File: src/rtl/apb_pkg.sv
// apb_pkg: shared types and helpers for the wait-state APB memory slave.
package apb_pkg;

    typedef enum logic {IDLE, ACCESS} state_e;

    localparam int CNT_W = 4;

    function automatic int clog2(input int v);
        int r = 0;
        while ((1 << r) < v) r++;
        return r;
    endfunction

endpackage

File: src/rtl/apb_bytewr_ram.sv
// apb_bytewr_ram: DEPTH x DATA_W array, synchronous byte-lane write, asynchronous read.
module apb_bytewr_ram import apb_pkg::*; #(
    parameter int DATA_W = 32,
    parameter int DEPTH  = 64,
    parameter int AW     = (DEPTH > 1) ? clog2(DEPTH) : 1
) (
    input  logic                clk_i,
    input  logic                we_i,
    input  logic [DATA_W/8-1:0] be_i,
    input  logic [AW-1:0]       addr_i,
    input  logic [DATA_W-1:0]   wdata_i,
    output logic [DATA_W-1:0]   rdata_o
);

    logic [DATA_W-1:0] mem [DEPTH];

    always_ff @(posedge clk_i)
        for (int i = 0; i < DATA_W/8; i++)
            if (we_i && be_i[i]) mem[addr_i][8*i +: 8] <= wdata_i[8*i +: 8];

    assign rdata_o = mem[addr_i];

endmodule

File: src/rtl/apb_ws_mem_slave.sv
// apb_ws_mem_slave: APB scratch-RAM slave with programmable wait states,
// byte strobes and PSLVERR on out-of-range word index.
module apb_ws_mem_slave import apb_pkg::*; #(
    parameter int DATA_W      = 32,
    parameter int ADDR_W      = 12,
    parameter int DEPTH       = 64,
    parameter int WAIT_STATES = 0
) (
    input  logic                pclk,
    input  logic                presetn,
    input  logic                psel,
    input  logic                penable,
    input  logic                pwrite,
    input  logic [ADDR_W-1:0]   paddr,
    input  logic [DATA_W-1:0]   pwdata,
    input  logic [DATA_W/8-1:0] pstrb,
    output logic [DATA_W-1:0]   prdata,
    output logic                pready,
    output logic                pslverr
);

    localparam int NB  = DATA_W / 8;
    localparam int LSB = clog2(NB);
    localparam int IW  = ADDR_W - LSB;
    localparam int RW  = (DEPTH > 1) ? clog2(DEPTH) : 1;

    state_e            state_q, state_d;
    logic [CNT_W-1:0]  cnt_q, cnt_d;
    logic              pready_q, pready_d, pslverr_q, pslverr_d;
    logic [DATA_W-1:0] prdata_q, prdata_d, wdata_q, wdata_d, rdata, resp;
    logic [IW-1:0]     idx_q, idx_d, idx;
    logic [NB-1:0]     strb_q, strb_d;
    logic              write_q, write_d, wr, setup, oor, we, unused_addr;

    // A setup phase always wins, so the response of a zero-wait transfer is
    // built from the live bus while later responses use the captured request.
    assign setup       = psel && !penable;
    assign idx         = setup ? paddr[ADDR_W-1:LSB] : idx_q;
    assign wr          = setup ? pwrite : write_q;
    assign oor         = int'(idx) >= DEPTH;
    assign resp        = oor ? '0 : (wr ? prdata_q : rdata);
    assign unused_addr = ^paddr;

    apb_bytewr_ram #(.DATA_W(DATA_W), .DEPTH(DEPTH), .AW(RW)) u_ram (
        .clk_i  (pclk),
        .we_i   (we),
        .be_i   (strb_q),
        .addr_i (idx[RW-1:0]),
        .wdata_i(wdata_q),
        .rdata_o(rdata)
    );

    always_comb begin
        state_d   = state_q;
        cnt_d     = cnt_q;
        pready_d  = pready_q;
        pslverr_d = pslverr_q;
        prdata_d  = prdata_q;
        idx_d     = idx_q;
        write_d   = write_q;
        wdata_d   = wdata_q;
        strb_d    = strb_q;
        we        = 1'b0;
        if (setup) begin
            state_d   = ACCESS;
            cnt_d     = CNT_W'(WAIT_STATES);
            idx_d     = paddr[ADDR_W-1:LSB];
            write_d   = pwrite;
            wdata_d   = pwdata;
            strb_d    = pstrb;
            pready_d  = (WAIT_STATES == 0);
            pslverr_d = (WAIT_STATES == 0) && oor;
            prdata_d  = (WAIT_STATES == 0) ? resp : prdata_q;
        end else if (state_q == ACCESS) begin
            if (!psel || pready_q) begin
                we        = psel && pready_q && write_q && !oor;
                state_d   = IDLE;
                pready_d  = 1'b0;
                pslverr_d = 1'b0;
            end else if (cnt_q > 1) begin
                cnt_d = cnt_q - 1'b1;
            end else begin
                cnt_d     = '0;
                pready_d  = 1'b1;
                pslverr_d = oor;
                prdata_d  = resp;
            end
        end
    end

    always_ff @(posedge pclk or negedge presetn) begin
        if (!presetn) begin
            state_q   <= IDLE;
            cnt_q     <= '0;
            pready_q  <= 1'b0;
            pslverr_q <= 1'b0;
            prdata_q  <= '0;
            idx_q     <= '0;
            write_q   <= 1'b0;
            wdata_q   <= '0;
            strb_q    <= '0;
        end else begin
            state_q   <= state_d;
            cnt_q     <= cnt_d;
            pready_q  <= pready_d;
            pslverr_q <= pslverr_d;
            prdata_q  <= prdata_d;
            idx_q     <= idx_d;
            write_q   <= write_d;
            wdata_q   <= wdata_d;
            strb_q    <= strb_d;
        end
    end

    assign prdata  = prdata_q;
    assign pready  = pready_q;
    assign pslverr = pslverr_q;

endmodule

File: config.mk
export PLATFORM = sky130hd
export DESIGN_NAME = apb_ws_mem_slave
export DESIGN_NICKNAME = d
export VERILOG_FILES = /design/src/rtl/apb_pkg.sv /design/src/rtl/apb_bytewr_ram.sv /design/src/rtl/apb_ws_mem_slave.sv
export SDC_FILE = /design/constraint.sdc
export NUM_CORES = 2
export LEC_CHECK = 0
export BUFFER_PORTS_ARGS = -buffer_cell sky130_fd_sc_hd__buf_2
export CAP_MARGIN = 20
export CORE_MARGIN = 4
export CORE_UTILIZATION = 40
export CTS_CLUSTER_SIZE = 8
export DETAILED_ROUTE_END_ITERATION = 7
export GPL_TIMING_DRIVEN = 1
export PLACE_DENSITY = 0.65
export SYNTH_ARGS = -nofsm -noshare
export SYNTH_HDL_FRONTEND = slang
export SYNTH_SLANG_ARGS = --single-unit
File: constraint.sdc
create_clock -name pclk -period 3.4 [get_ports pclk]
set_input_delay 0.68 -clock pclk [delete_from_list [all_inputs] [get_ports pclk]]
set_output_delay 0.68 -clock pclk [all_outputs]
set_load 0.01 [all_outputs]
==> results.py <==
metrics = {
    "layout": {
        "layout.nets": 6504,
        "final_cells": 9284,
        "area_growth_pct": 25.12,
        "layout-drive-gt1-share_pct": 22.94,
        "post-route-util_pct": 50.48,
        "layout_commonest_cell": "edfxtp_1",
        "final_cell_area_mm2": 0.1024,
        "final_cell_mix": "edfxtp_1 (2048), nand2_1 (868), buf_4 (859), o22ai_1 (353), clkbuf_16 (325)",
    },
    "grt": {
        "use_met1_pct": 32.75,
        "grt_usage_pct": 24.04,
        "antenna_found_initial": 14,
        "met3_usage_pct": 5.558,
        "grt_util_met2_pct": 37.56,
        "grt_max_degree": 66,
        "grt_first_pass_wirelength_mm": 375.7,
        "grt_overflow": 0,
        "grt_pass1_vias": 54590,
        "grt.busiest_layer": "met2",
    },
    "placement": {
        "portBuffers": 84,
        "dp_cells": 8755,
        "gp_congestion": 0.8952,
        "dp_hpwl_mm": 167.3,
        "place_area_mm2": 0.09310,
    },
    "sta": {
        "relSlewSlack_pct": 22.23,
        "fin_crit_sh_pct": 96.12,
        "rsz0062_at_grt": "false",
        "hold_violations": 0,
        "drv_slew": 0,
        "tightest_slew_ns": 1.167,
        "fin_skew_ns": 0.04707,
        "max_freq_mhz": 306.0,
        "period_needed_ns": 3.268,
        "finalSetupViolations": 0,
    },
    "floorplan": {
        "core_mm2": 0.2029,
        "chipWidth_um": 460.4,
        "die_area_mm2": 0.2120,
        "pin_count": 87,
        "die_h_um": 460.4,
        "start_util_pct": 40.34,
        "num_rows": 165,
    },
    "critical_path": {
        "slowest_stage": "dfrtp_1",
        "rrSetupSlack_ns": 0.13,
        "critical_path.max_stage_delay_ns": 0.68,
        "crit_family": "compound AO/OA/AOI/OAI gates",
        "timing.rr.end": "prdata[9]",
        "critPathMaxFanout": 15,
        "end_kind": "register",
        "cp.arrival_ns": 4.06,
        "worst_r2r_startpoint": "idx_q[0]",
        "cp.required_ns": 4.19,
        "r2r_cells": 9,
        "cp_num_buf_inv": 2,
        "path_common_cell": "buf_4",
        "start_kind": "register",
        "crit_chain": "nor2_1, mux2_8, nand2_8, buf_4, o22ai_1, o41ai_2, buf_4, o2111ai_1, o41ai_1",
        "critPathKind": "reg -> reg",
        "worstSetupStartpoint": "idx_q[0]",
    },
    "cts": {
        "cts_setup_buffers": 0,
        "cts_tree": "yes",
        "htreeDepth": 5,
        "numCtsBuffers": 317,
        "clock_path_buffers": 4,
        "clk_pin_slew_worst_paths_ns": 0.05,
        "clockRootBuffer": "clkbuf_16",
        "cts.sinks": 2134,
        "clk_latency_ns": 0.92,
    },
    "detailed_routing": {
        "dr.pass1.iters": 6,
        "wirelength_mm": 260.4,
        "wl_per_cell_um": 28.04,
        "drc_errors": 0,
        "viasPerCell": 5.999,
        "vias": 55700,
        "ant_nets": 0,
        "dr.first_iter.drc_count": 8044,
    },
    "synth": {
        "synthTopCellsByArea": "edfxtp_1 (75%), nand2_1 (4.0%), o22ai_1 (2.7%), dfrtp_1 (2.6%), nor3_1 (2.0%)",
        "synth-edff-count": 2048,
        "avgSynthCellArea_um2": 15.15,
        "syn_area_mm2": 0.08186,
        "synth-seq-cells": 2134,
        "synth.yosys.seq_area_share_pct": 77.75,
        "synth-main-ff-cell": "edfxtp_1",
        "async_flop_share_pct": 4.030,
        "synth_cell_types": 78,
        "synth_nets": 5458,
        "synthMuxAreaShare_pct": 1.259,
        "synth_top_area_share_pct": 75.12,
        "synth_top_cell_by_area": "edfxtp_1",
        "synth_fa_ha_area_share_pct": 0.03057,
        "synth-compound-area-share_pct": 10.06,
        "postSynthCellCount": 5403,
        "synth_top_family_by_area": "compound AO/OA/AOI/OAI gates",
        "yosys.area_share.simple_pct": 8.421,
        "yosysWarnings": 0,
        "synth-xor-area-share_pct": 0,
    },
    "pwr": {
        "clkPwrFrac_pct": 42.3,
        "p_seq_share_pct": 46.2,
        "power_leakage_nw": 35.52,
        "power_switching_w": 0.01650,
        "switching_share_pct": 24.90,
        "vdd_ir_drop_max_mv": 0.5898,
        "power.internal_w": 0.04978,
        "powerDensity_mw_per_mm2": 647.1,
        "combPwrFrac_pct": 11.5,
    },
    "min_path": {
        "holdPathStages": 3,
        "hold_path_end": "idx_q[2]",
        "min_from": "paddr[4]",
        "hold_class": "in -> reg",
    },
    "run": {
        "cap_violations": 0,
    },
    "status": {
        "outcome": "complete, no violations",
    },
}
==> final cells by class <==
class	count	area, um^2
Clock inverter	11	100.1
Inverter	30	127.6
Tap cell	2672	3343
Sequential cell	2134	63690
Timing Repair Buffer	1126	10140
Multi-Input combinational cell	2840	16350
Fill cell	16530	100500
Clock buffer	467	8666
Antenna cell	4	10.01
==> stage by stage <==
stage,setup slack [ns],hold WS [ns],power [W],setup TNS [ns]
2_1_floorplan,-0.04562,0.3844,0.03398,-70.23
6_report,0.1320,0.04497,0.06628,0
3_5_place_dp,-0.3506,0.4733,0.03848,-5.672
3_3_place_gp,-0.3025,0.4623,0.03834,-4.887
4_1_cts,0.03407,0.001561,0.06636,0
5_1_grt,0.04633,0.04000,0.06812,0
==> cells in the mapped netlist, drive strengths merged, types with 4 or more instances <==
cell type  number
nand2         881
mux2i          91
clkbuf        130
o41ai          33
nand4           6
a2111oi         4
o32ai          36
a22oi          16
nor4           28
o221ai         21
a22o            4
inv            29
a32oi          88
edfxtp       2048
a31oi          97
a21o           12
nor2b           5
o31a           14
dfrtp          86
a211oi         53
a32o           65
mux2            6
a41o            8
nor2          110
o2111ai         8
and3           10
o31ai          36
nor3          327
o32a            4
or4            17
o21ai          34
a31o            7
or4b            4
buf           269
or2             4
o21a            5
nand2b          7
nand3         159
o22a           40
o22ai         354
a21oi         206
or3             9
==> tightest hold or removal path: stages <==
cell and delay, ns:
buf_2 0.13, nand2_1 0.06, nand2_1 0.04
==> routing by layer <==
layer | vias to the layer above | part of all wire, % | wire (um)
met3 | 635 | 12 | 30690
met5 | - | 0 | 0
met1 | 27810 | 38 | 99080
li1 | 23440 | - | -
met4 | 0 | 4.0 | 10420
met2 | 3816 | 46 | 120200
==> power groups by stage <==
| stage | logic (W) | clock network, W | registers (W) |
|---|---|---|---|
| 6_report | 0.00765 | 0.0280 | 0.0306 |
| 5_1_grt | 0.00797 | 0.0296 | 0.0306 |
| 4_1_cts | 0.00737 | 0.0283 | 0.0307 |
| 3_5_place_dp | 0.00730 | 0 | 0.0312 |
| 3_3_place_gp | 0.00714 | 0 | 0.0312 |
| 2_1_floorplan | 0.00311 | 0 | 0.0309 |
==> how the worst max path moves through the flow <==
stage / end / slack, ns / cells past startpoint
3_3_place_gp: prdata[9] / -0.30 / 10
4_1_cts: prdata[9] / 0.03 / 9
5_1_grt: prdata[9] / 0.05 / 9
3_5_place_dp: prdata[9] / -0.35 / 10
6_report: prdata[9] / 0.13 / 9
2_1_floorplan: u_ram.mem[10][10] / -0.05 / 11
==> sequential cells by signal, summed over array words and instances (netlist names) <==
register	count
state_q	1
wdata_q	32
u_ram.mem	2048
prdata	32
idx_q	10
cnt_q	4
pslverr	1
write_q	1
pready	1
strb_q	4
==> cells by family after synthesis <==
logic type / after synthesis
compound gates: 1159
simple gates: 1582
buf+inv: 429
fa+ha+maj: 2
mux: 97
flops: 2134
==> timing repair <==
item / CTS / global route
hold endpoints to repair: 94 / 0
gates resized for setup: 0 / 1
endpoints found under the setup margin: 0 / 1
hold buffers: 41 / 0
No activity file was read; power rests on OpenSTA's default activity.
